--- config.mk ---
export PLATFORM = sky130hd
export DESIGN_NAME = if_fetch_unit
export DESIGN_NICKNAME = d
export VERILOG_FILES = /design/src/rtl/if_fetch_unit.sv
export SDC_FILE = /design/constraint.sdc
export NUM_CORES = 1
export LEC_CHECK = 0
export ABC_CLOCK_PERIOD_IN_PS = 11460
export BUFFER_PORTS_ARGS = -buffer_cell sky130_fd_sc_hd__buf_2
export CAP_MARGIN = 20
export CORE_ASPECT_RATIO = 0.8
export CORE_UTILIZATION = 35
export CTS_CLUSTER_DIAMETER = 120
export DETAILED_ROUTE_END_ITERATION = 8
export GPL_TIMING_DRIVEN = 0
export PLACE_DENSITY = 0.59
export SKIP_LAST_GASP = 1
export SLEW_MARGIN = 5
export SYNTH_ARGS = -nofsm -noshare
export SYNTH_HDL_FRONTEND = slang
export SYNTH_SLANG_ARGS = --single-unit
--- constraint.sdc ---
create_clock -name clk -period 11.46 [get_ports clk]
set_clock_uncertainty 0.2 [all_clocks]
set_input_delay 2.292 -clock clk [delete_from_list [all_inputs] [get_ports clk]]
set_output_delay 2.292 -clock clk [all_outputs]
set_load 0.01 [all_outputs]
--- src/rtl/if_fetch_unit.sv ---
// Instruction-fetch stage: owns the PC, fetches over a req/ack memory handshake and feeds ID.
// Optional IF_PERF_CNT_EN adds saturating fetch and stall counters.
module if_fetch_unit #(
  parameter logic [31:0] RESET_PC = 32'h0000_0000,
  parameter int unsigned PC_INC   = 4
) (
  input  logic        clk,
  input  logic        rst,
  input  logic        freeze,
  input  logic        branch_taken,
  input  logic [31:0] branch_addr,
  output logic        imem_req,
  output logic [31:0] imem_addr,
  input  logic        imem_ack,
  input  logic [31:0] imem_rdata,
`ifdef IF_PERF_CNT_EN
  output logic [15:0] perf_fetch_cnt,
  output logic [15:0] perf_stall_cnt,
`endif
  output logic [31:0] pc_out,
  output logic [31:0] instruction_out,
  output logic        valid_out
);

  // state  | meaning
  // S_REQ  | request outstanding to instruction memory, waiting for ack
  // S_HOLD | fetched word parked in hold buffer while ID is frozen
  typedef enum logic {S_REQ = 1'b0, S_HOLD = 1'b1} state_t;

  localparam logic [31:0] PC_STEP = 32'(PC_INC);

  state_t      state;
  state_t      state_nxt;
  logic [31:0] pc;
  logic [31:0] pc_inc;
  logic        kill;
  logic [31:0] hold_pc;
  logic [31:0] hold_instr;
  logic        ack_in_req;

  assign pc_inc     = pc + PC_STEP;
  assign ack_in_req = (state == S_REQ) && imem_ack;

  always_ff @(posedge clk or posedge rst) begin
    if (rst) state <= S_REQ;
    else     state <= state_nxt;
  end

  always_comb begin
    state_nxt = state;
    case (state)
      S_REQ: begin
        if (!branch_taken && imem_ack && !kill && freeze) state_nxt = S_HOLD;
      end
      S_HOLD: begin
        if (branch_taken || !freeze) state_nxt = S_REQ;
      end
      default: state_nxt = S_REQ;
    endcase
  end

  // Gated with rst so an abandoned request drops the instant reset is asserted.
  always_comb begin
    imem_req  = (state == S_REQ) && !rst;
    imem_addr = pc;
  end

  always_ff @(posedge clk or posedge rst) begin
    if (rst) begin
      pc              <= RESET_PC;
      kill            <= 1'b0;
      hold_pc         <= 32'h0;
      hold_instr      <= 32'h0;
      pc_out          <= 32'h0;
      instruction_out <= 32'h0;
      valid_out       <= 1'b0;
    end else if (branch_taken) begin
      // An unacked request is still in flight at memory; its data must be dropped.
      pc        <= branch_addr;
      valid_out <= 1'b0;
      kill      <= (state == S_REQ) && !imem_ack;
    end else begin
      case (state)
        S_REQ: begin
          if (imem_ack) begin
            if (kill) begin
              kill <= 1'b0;
              if (!freeze) valid_out <= 1'b0;
            end else if (freeze) begin
              hold_pc    <= pc_inc;
              hold_instr <= imem_rdata;
              pc         <= pc_inc;
            end else begin
              pc_out          <= pc_inc;
              instruction_out <= imem_rdata;
              valid_out       <= 1'b1;
              pc              <= pc_inc;
            end
          end else if (!freeze) begin
            valid_out <= 1'b0;
          end
        end
        S_HOLD: begin
          if (!freeze) begin
            pc_out          <= hold_pc;
            instruction_out <= hold_instr;
            valid_out       <= 1'b1;
          end
        end
        default: ;
      endcase
    end
  end

`ifdef IF_PERF_CNT_EN
  logic fetch_hit;
  assign fetch_hit = ack_in_req && !kill && !branch_taken;

  always_ff @(posedge clk or posedge rst) begin
    if (rst) begin
      perf_fetch_cnt <= 16'h0;
      perf_stall_cnt <= 16'h0;
    end else begin
      if (fetch_hit && (perf_fetch_cnt != 16'hFFFF)) perf_fetch_cnt <= perf_fetch_cnt + 16'd1;
      if (freeze && (perf_stall_cnt != 16'hFFFF))    perf_stall_cnt <= perf_stall_cnt + 16'd1;
    end
  end
`else
  logic unused_ack;
  assign unused_ack = ack_in_req;
`endif

endmodule

==> run summary, run 1 <==
Outcome: finished, final reports clean
Vias per cell: 5.13
Max-slew headroom: 47.3%
First-pass iteration count of the detailed router: 5
Detailed Route WL: 21700 um
Slew Viols, Final: 0
Port Buf Inserts: 166
Initial antenna violation count: 0
# IOs: 167
HP Class: reg2reg
Setup TNS: 0 ps
Nets: 1018
Average size of a mapped cell: 10.0 sq um
Post-synth net total: 832
GRT Residual Overflow: 0
Die height: 134 um
Initial core utilization: 36.3%
Detail Placement HPWL: 15600 um
Required time worst endpoint: 8970 ps
Most used cell, CP: buf_2
Arr. time, crit path: 2660 ps
FF+latch count, synth: 163
CTS Sinks: 163
Number of H-tree levels: 4
F_max: 194 MHz
Clk pin slew, worst setup/hold paths: 70 ps
Critical path's top delay family: buffers and inverters
DR WL/cell: 17.6 um
Seq/Total Area, Yosys: 53.4%
Min cycle time layout: 5150 ps
Clk_lat worst skew: 430 ps
Worst-path maximum fanout: 2
Gr usage total: 19.9%
Routed vias: 6305
Row cnt: 47
Critical path class: in2out
Setup bufs post-CTS: 0
Total power: 1720 uW
N_diodes: 0
Final setup fails: 0
Post-CTS sizing: 0
DRC errors left: 0
Area of the die: 22400 sq um
CTS Buffer Depth: 2
First-pass GRT wire length: 34000 um
Pin count of the biggest net entering global routing: 122
DR iter-0 viols: 519
Post-route ant nets: 0
P per Cell Area: 182 nW/um^2
GPL Wtd Cong: 0.853
# Max-Cap Violations: 0
Leak: 0.00413 uW
CTS tree: yes
Syn Inst Count: 762
Fin crit share: 45.0%
Max incr delay on CP: 140 ps
Synth Warn #: 0
Vias in the first global route: 5928
Final hold vios: 0
Area Overhead vs Synth: 23.6%
CTS Root Cell: clkbuf_16
DP Worst Slack: 6310 ps
Synth Cell Area: 7640 sq um
Synth cell types: 42
Crit path max-delay cell type: buf_2
Setup ws final: 6310 ps
Die W: 167 um
Core Area: 21100 sq um
RSZ-0062 raised after global routing: false
# hold bufs at CTS: 0
Actual slew at the worst max-slew pin: 791 ps
Worst VDD drop: 0.0801 mV
Layout cells sized above 1: 27.4%
Hold WS: 275 ps
Buf/Inv on CP: 2
Clock buffer count from CTS: 17
Cell chain of the critical path: buf_2, nor2_1, buf_2
Type of origin of the critical path: input pin
Setup crit end kind: primary output
## sequential cells by signal, summed over array words and instances, names as in the netlist
register         flops
imem_addr           32
kill                 1
valid_out            1
instruction_out     32
hold_instr          32
pc_out              32
hold_pc             32
state                1
## power breakdown
group	leakage, uW	internal, uW	switching, uW
Clock	0.000293	337	250
Combinational	0.00185	153	197
Sequential	0.00198	705	75.3
## layer usage
metal	share of wire (%)	vias up	GRT usage, %	wire length (um)
li1	-	3022	-	-
met5	0	-	0	0
met3	5.9	15	3.95	1280
met4	1.1	0	5.30	236
met1	51	3046	30.5	11100
met2	42	222	28.4	9070
## path summary, 6_finish.rpt
| check | to | cells after the start | slack [ps] | start |
|---|---|---|---|---|
| worst min-delay path | instruction_out[2] | 2 | 280 | instruction_out[2] |
| max in group asynchronous | imem_addr[24] | 3 | 8490 | rst |
| worst max register to register | hold_pc[2] | 7 | 8520 | state |
| worst max-delay path | imem_req | 3 | 6310 | rst |
| min in group asynchronous | instruction_out[21] | 2 | 1650 | rst |
| worst min register to register | instruction_out[2] | 2 | 280 | instruction_out[2] |
## worst min-delay path, cell delays in order (launching register included)
cell	delay [ps]
dfrtp_1	340
nand2_1	40
o21ai_0	60
## Yosys cell counts, drive strengths merged
library cell / n / share of area (%)
dfrtp: 163 / 53
inv: 11 / 0.54
xor2: 15 / 1.7
nand3: 21 / 1.4
nor4: 14 / 1.2
nor3: 15 / 0.98
a21boi: 1 / 0.098
a21oi: 30 / 2.0
ha: 1 / 0.16
nand2b: 1 / 0.082
buf: 19 / 1.3
nor4b: 2 / 0.23
nand4: 11 / 1.1
mux2: 42 / 6.2
nor2: 52 / 2.6
nand2: 116 / 5.7
nor2b: 1 / 0.082
or3: 3 / 0.25
o21a: 2 / 0.20
mux2i: 37 / 4.8
or4: 2 / 0.29
xnor2: 35 / 4.0
o211ai: 7 / 0.69
o31ai: 6 / 0.59
and4: 5 / 0.57
nor3b: 1 / 0.098
o31a: 3 / 0.34
o221ai: 1 / 0.11
or2: 1 / 0.082
o22ai: 5 / 0.41
o41a: 1 / 0.15
o2bb2ai: 1 / 0.11
o21ai: 99 / 6.5
and3: 2 / 0.16
clkbuf: 36 / 1.8
## cells by family (layout without fill, tap and decap cells)
group / count (synthesis) / count (layout) / share of synthesized area, %
fa+ha+maj: 1 / 1 / 0.164
flops: 163 / 163 / 53.4
simple gates: 247 / 247 / 14.8
xor+xnor: 50 / 50 / 5.73
buf+inv: 66 / 265 / 3.67
compound gates: 156 / 156 / 11.2
mux: 79 / 79 / 11.0
## through the flow
step                      cell area [sq um]  utilization [%]  instances
after floorplan                        7640                -        762
after global placement                 8810             41.8       1197
after detailed placement               8840             42.0       1198
after CTS                              9440             44.9       1230
after global routing                   9440             44.9       1230
final                                  9440             44.9       1230
## cell type report
| cell class | count | area (sq um) |
|---|---|---|
| well taps | 269 | 337 |
| plain buffers | 55 | 239 |
| clock buffers | 20 | 457 |
| flip-flops and latches | 163 | 4080 |
| clock inverters | 12 | 145 |
| repair buffers | 167 | 858 |
| fillers | 2068 | 11600 |
| multi-input cells | 533 | 3280 |
| inverters | 11 | 48.8 |
## placed cells by master, fill, tap and decap left out, drive strengths merged, types with 14 or more instances in the layout
master / Yosys / layout
clkbuf: 36 / 56
inv: 11 / 15
a21oi: 30 / 30
nor2: 52 / 52
buf: 19 / 186
nand2: 116 / 116
o21ai: 99 / 99
mux2: 42 / 42
xnor2: 35 / 35
nor4: 14 / 14
nand3: 21 / 21
nor3: 15 / 15
mux2i: 37 / 37
dfrtp: 163 / 163
xor2: 15 / 15
(Power assumes the default switching activity.)
==> inputs of run 2 (changes only) <==
ABC_CLOCK_PERIOD_IN_PS = 4100   (was 11460)
PLACE_DENSITY = 0.61   (was 0.59)
clock period = 4.1 ns   (was 11.46 ns; I/O delays follow)
==> run summary, run 2 (synthesis gave the netlist of run 1 again) <==
Outcome: finished, final reports clean
Fin cells: 1232
DRC errors left: 0
Max-slew headroom: 47.4%
Final setup fails: 0
R2R cell count: 7
CTS tree: yes
Detailed Route WL: 21400 um
Vias per cell: 5.04
GPL Wtd Cong: 0.826
First-pass GRT wire length: 33600 um
Worst VDD drop: 0.285 mV
Worst Setup EP: imem_req
Setup bufs post-CTS: 0
Detail Placement HPWL: 15700 um
Port Buf Inserts: 166
Slew Viols, Final: 0
Initial core utilization: 36.3%
Post-route ant nets: 0
DP Worst Slack: 862 ps
Layout cells sized above 1: 27.6%
Gr usage total: 19.7%
GRT Residual Overflow: 0
Reg-to-reg critical path startpoint: state
Placed cell count: 1201
Type of origin of the critical path: flop
Vias in the first global route: 5989
RSZ-0062 raised after global routing: false
Die W: 167 um
Final hold vios: 0
CTS Sinks: 163
Number of H-tree levels: 4
Core Area: 21100 sq um
Worst reg2reg setup slack: 1070 ps
Initial antenna violation count: 0
Arr. time, crit path: 2380 ps
P per Cell Area: 504 nW/um^2
Reg-to-Reg End: hold_pc[8]
Clock buffer count from CTS: 17
Routed vias: 6208
Leak: 0.00414 uW
Pin count of the biggest net entering global routing: 39
Clk_lat worst skew: 430 ps
Critical path class: reg2out
Worst-path maximum fanout: 10
Area of the die: 22400 sq um
Row cnt: 47
# hold bufs at CTS: 0
CTS Root Cell: clkbuf_16
Commonest non-fill, non-tap cells in the layout: buf_2 (176), dfrtp_1 (163), nand2_1 (116)
Setup ws final: 703 ps
Nets: 1021
Setup crit end kind: primary output
Actual slew at the worst max-slew pin: 789 ps
CTS Buffer Depth: 2
Min cycle time layout: 3400 ps
DR iter-0 viols: 396
First-pass iteration count of the detailed router: 5
DR WL/cell: 17.4 um
Post-CTS sizing: 0
Die height: 134 um
Area Overhead vs Synth: 24.1%
# IOs: 167
Required time worst endpoint: 3080 ps
Critical Path Source: state
F_max: 294 MHz
Fin crit share: 82.8%
Clk pin slew, worst setup/hold paths: 60 ps
# Max-Cap Violations: 0
N_diodes: 0
Commonest non-fill, non-tap cell in the layout: buf_2
HP Class: reg2reg
## run 2: layout make-up
type / count / area, sq um
plain buffers: 55 / 239
fillers: 2069 / 11600
clock inverters: 13 / 150
well taps: 269 / 337
multi-input cells: 533 / 3280
clock buffers: 18 / 439
repair buffers: 170 / 911
flip-flops and latches: 163 / 4080
inverters: 11 / 45.0
## run 2: through the flow
step	TNS [ps]	utilization [%]	total power (uW)	hold WS, ps	instance area, sq um
final	0	45.0	4780	274	9480
after global routing	0	45.0	5040	293	9480
after CTS	0	45.0	4820	280	9480
after detailed placement	0	42.2	3200	265	8890
after global placement	-14760	41.8	3160	257	8810
after floorplan	0	-	2760	275	7640
## run 2: worst min path at each step
stage	startpoint	to	slack [ps]	depth (start not counted)
2_1_floorplan	hold_pc[10]	hold_pc[10]	280	1
3_3_place_gp	instruction_out[15]	instruction_out[15]	260	2
3_5_place_dp	instruction_out[3]	instruction_out[3]	260	2
4_1_cts	instruction_out[13]	instruction_out[13]	280	2
5_1_grt	instruction_out[3]	instruction_out[3]	290	2
6_report	pc_out[27]	pc_out[27]	270	2
## run 2: metal layers
| layer | vias up | wire length, um | track usage [%] |
|---|---|---|---|
| met4 | 0 | 193 | 4.23 |
| met5 | - | 0 | 0 |
| met2 | 200 | 8930 | 28.4 |
| met3 | 18 | 1350 | 5.05 |
| met1 | 2964 | 11000 | 29.5 |
| li1 | 3026 | - | - |
## run 2: where the power goes
group	switching, uW	total (uW)	internal (uW)
combinational	550	984	434
sequential	206	2180	1970
clock	695	1620	921
## run 2: worst max-delay path, cell delays in order (launching register included)
cell and delay, ps:
dfrtp_1 330, clkbuf_1 310, clkbuf_1 540, clkbuf_1 500
nor2_1 100, buf_2 160
==> inputs of run 3 (changes only) <==
ABC_CLOCK_PERIOD_IN_PS = 2900   (was 4100)
clock period = 2.9 ns   (was 4.1 ns; I/O delays follow)
==> run summary, run 3 (synthesis gave the netlist of run 1 again) <==
Actual slew at the worst max-slew pin: 794 ps
Worst-path maximum fanout: 10
CTS Buffer Depth: 2
FF+latch area: 4080 sq um
Leak: 0.00414 uW
GPL Wtd Cong: 0.826
First-pass GRT wire length: 33600 um
Area Overhead vs Synth: 24.3%
Setup crit end kind: primary output
Number of H-tree levels: 4
HP Class: in2async
Port Buf Inserts: 166
R2R cell count: 7
DR iter-0 viols: 378
# fillers: 2072
N_diodes: 0
Required time worst endpoint: 2120 ps
Type of origin of the critical path: flop
Worst reg2reg setup slack: 190 ps
Arr. time, crit path: 1990 ps
CTS tree: yes
Outcome: finished, final reports clean
Final core utilization: 45.1%
Clk pin slew, worst setup/hold paths: 70 ps
DRC errors left: 0
Routed vias: 6233
Row cnt: 47
Fin crit share: 95.6%
Detailed Route WL: 21400 um
Final hold vios: 0
Pin count of the biggest net entering global routing: 39
Reg-to-reg critical path startpoint: imem_addr[2]
Clk_lat worst skew: 430 ps
Final setup fails: 0
Max-slew headroom: 46.6%
Min cycle time layout: 2770 ps
Fin cells: 1232
Multi-input gate area: 3290 sq um
Hold WS: 69.6 ps
P per Cell Area: 711 nW/um^2
Nets: 1021
Slew Viols, Final: 0
Core Area: 21100 sq um
Detail Placement HPWL: 15700 um
Area of the die: 22400 sq um
Initial antenna violation count: 0
# IOs: 167
DR WL/cell: 17.4 um
F_max: 361 MHz
Placed cell count: 1201
Setup bufs post-CTS: 0
Post-route ant nets: 0
Critical path class: reg2out
GRT Residual Overflow: 0
RSZ-0062 raised after global routing: true
Initial core utilization: 36.3%
CTS Root Cell: clkbuf_16
Commonest non-fill, non-tap cell in the layout: buf_2
CTS Sinks: 163
Layout cells sized above 1: 28.0%
# hold bufs at CTS: 0
Vias per cell: 5.06
Gr usage total: 19.7%
Worst VDD drop: 0.404 mV
Vias in the first global route: 5988
First-pass iteration count of the detailed router: 4
Die height: 134 um
# Max-Cap Violations: 0
Commonest non-fill, non-tap cells in the layout: buf_2 (176), dfrtp_1 (163), nand2_1 (116)
Clock buffer count from CTS: 17
Die W: 167 um
Reg-to-Reg End: pc_out[26]
## run 3: cell types whose count changed in the layout (fill, tap and decap cells not counted)
| cell | before | now |
|---|---|---|
| nor2_4 | 0 | 1 |
| nor4b_1 | 2 | 1 |
| nor4b_2 | 0 | 1 |
| nor2_1 | 52 | 51 |
| clkbuf_1 | 35 | 33 |
| clkbuf_2 | 1 | 3 |
## run 3: power by group
part	total [uW]	switching, uW	internal [uW]
clock	2280	975	1300
sequential	3080	291	2790
combinational	1390	781	614
## run 3: per-stage QoR
stage	TNS [ps]	setup slack, ps	area [sq um]	total power (uW)
2_1_floorplan	0	49.2	7640	3900
3_3_place_gp	-172290	-1060	8810	4470
3_5_place_dp	-2420	-97.6	8890	4520
4_1_cts	-74.6	-74.6	9480	6820
5_1_grt	-5.51	-5.51	9500	7130
6_report	0	128	9500	6750
## run 3: timing repair
action,in CTS,in global routing
endpoints found under the setup margin,54,35
endpoints found under the hold margin,0,0
pin swaps,0,0
resized for setup,2,4
## run 3: worst max path at each step
stage / start / end / slack (ps) / cells past startpoint
2_1_floorplan: rst / hold_instr[0] / 50 / 1
3_3_place_gp: rst / instruction_out[2] / -1060 / 2
3_5_place_dp: imem_ack / hold_pc[8] / -100 / 7
4_1_cts: state / imem_req / -70 / 5
5_1_grt: state / imem_req / -6 / 5
6_report: state / imem_req / 130 / 5
## run 3: layer usage
metal,up-vias,routed length [um],global-route usage (%)
met5,-,0,0
met4,0,182,4.23
met3,20,1270,5.05
met2,201,8930,28.3
met1,2984,11000,29.7
li1,3028,-,-
## run 3: cell type report
| cell class | count | share of cell area, % |
|---|---|---|
| flip-flops and latches | 163 | 43.0 |
| multi-input cells | 533 | 34.7 |
| repair buffers | 170 | 9.59 |
| clock buffers | 18 | 4.63 |
| well taps | 269 | 3.54 |
| plain buffers | 55 | 2.54 |
| clock inverters | 13 | 1.58 |
| inverters | 11 | 0.474 |
## run 3: worst max-delay path: stages (launching register included)
cell	delay [ps]
dfrtp_1	330
clkbuf_1	310
clkbuf_2	360
clkbuf_2	340
nor2_1	80
buf_2	140
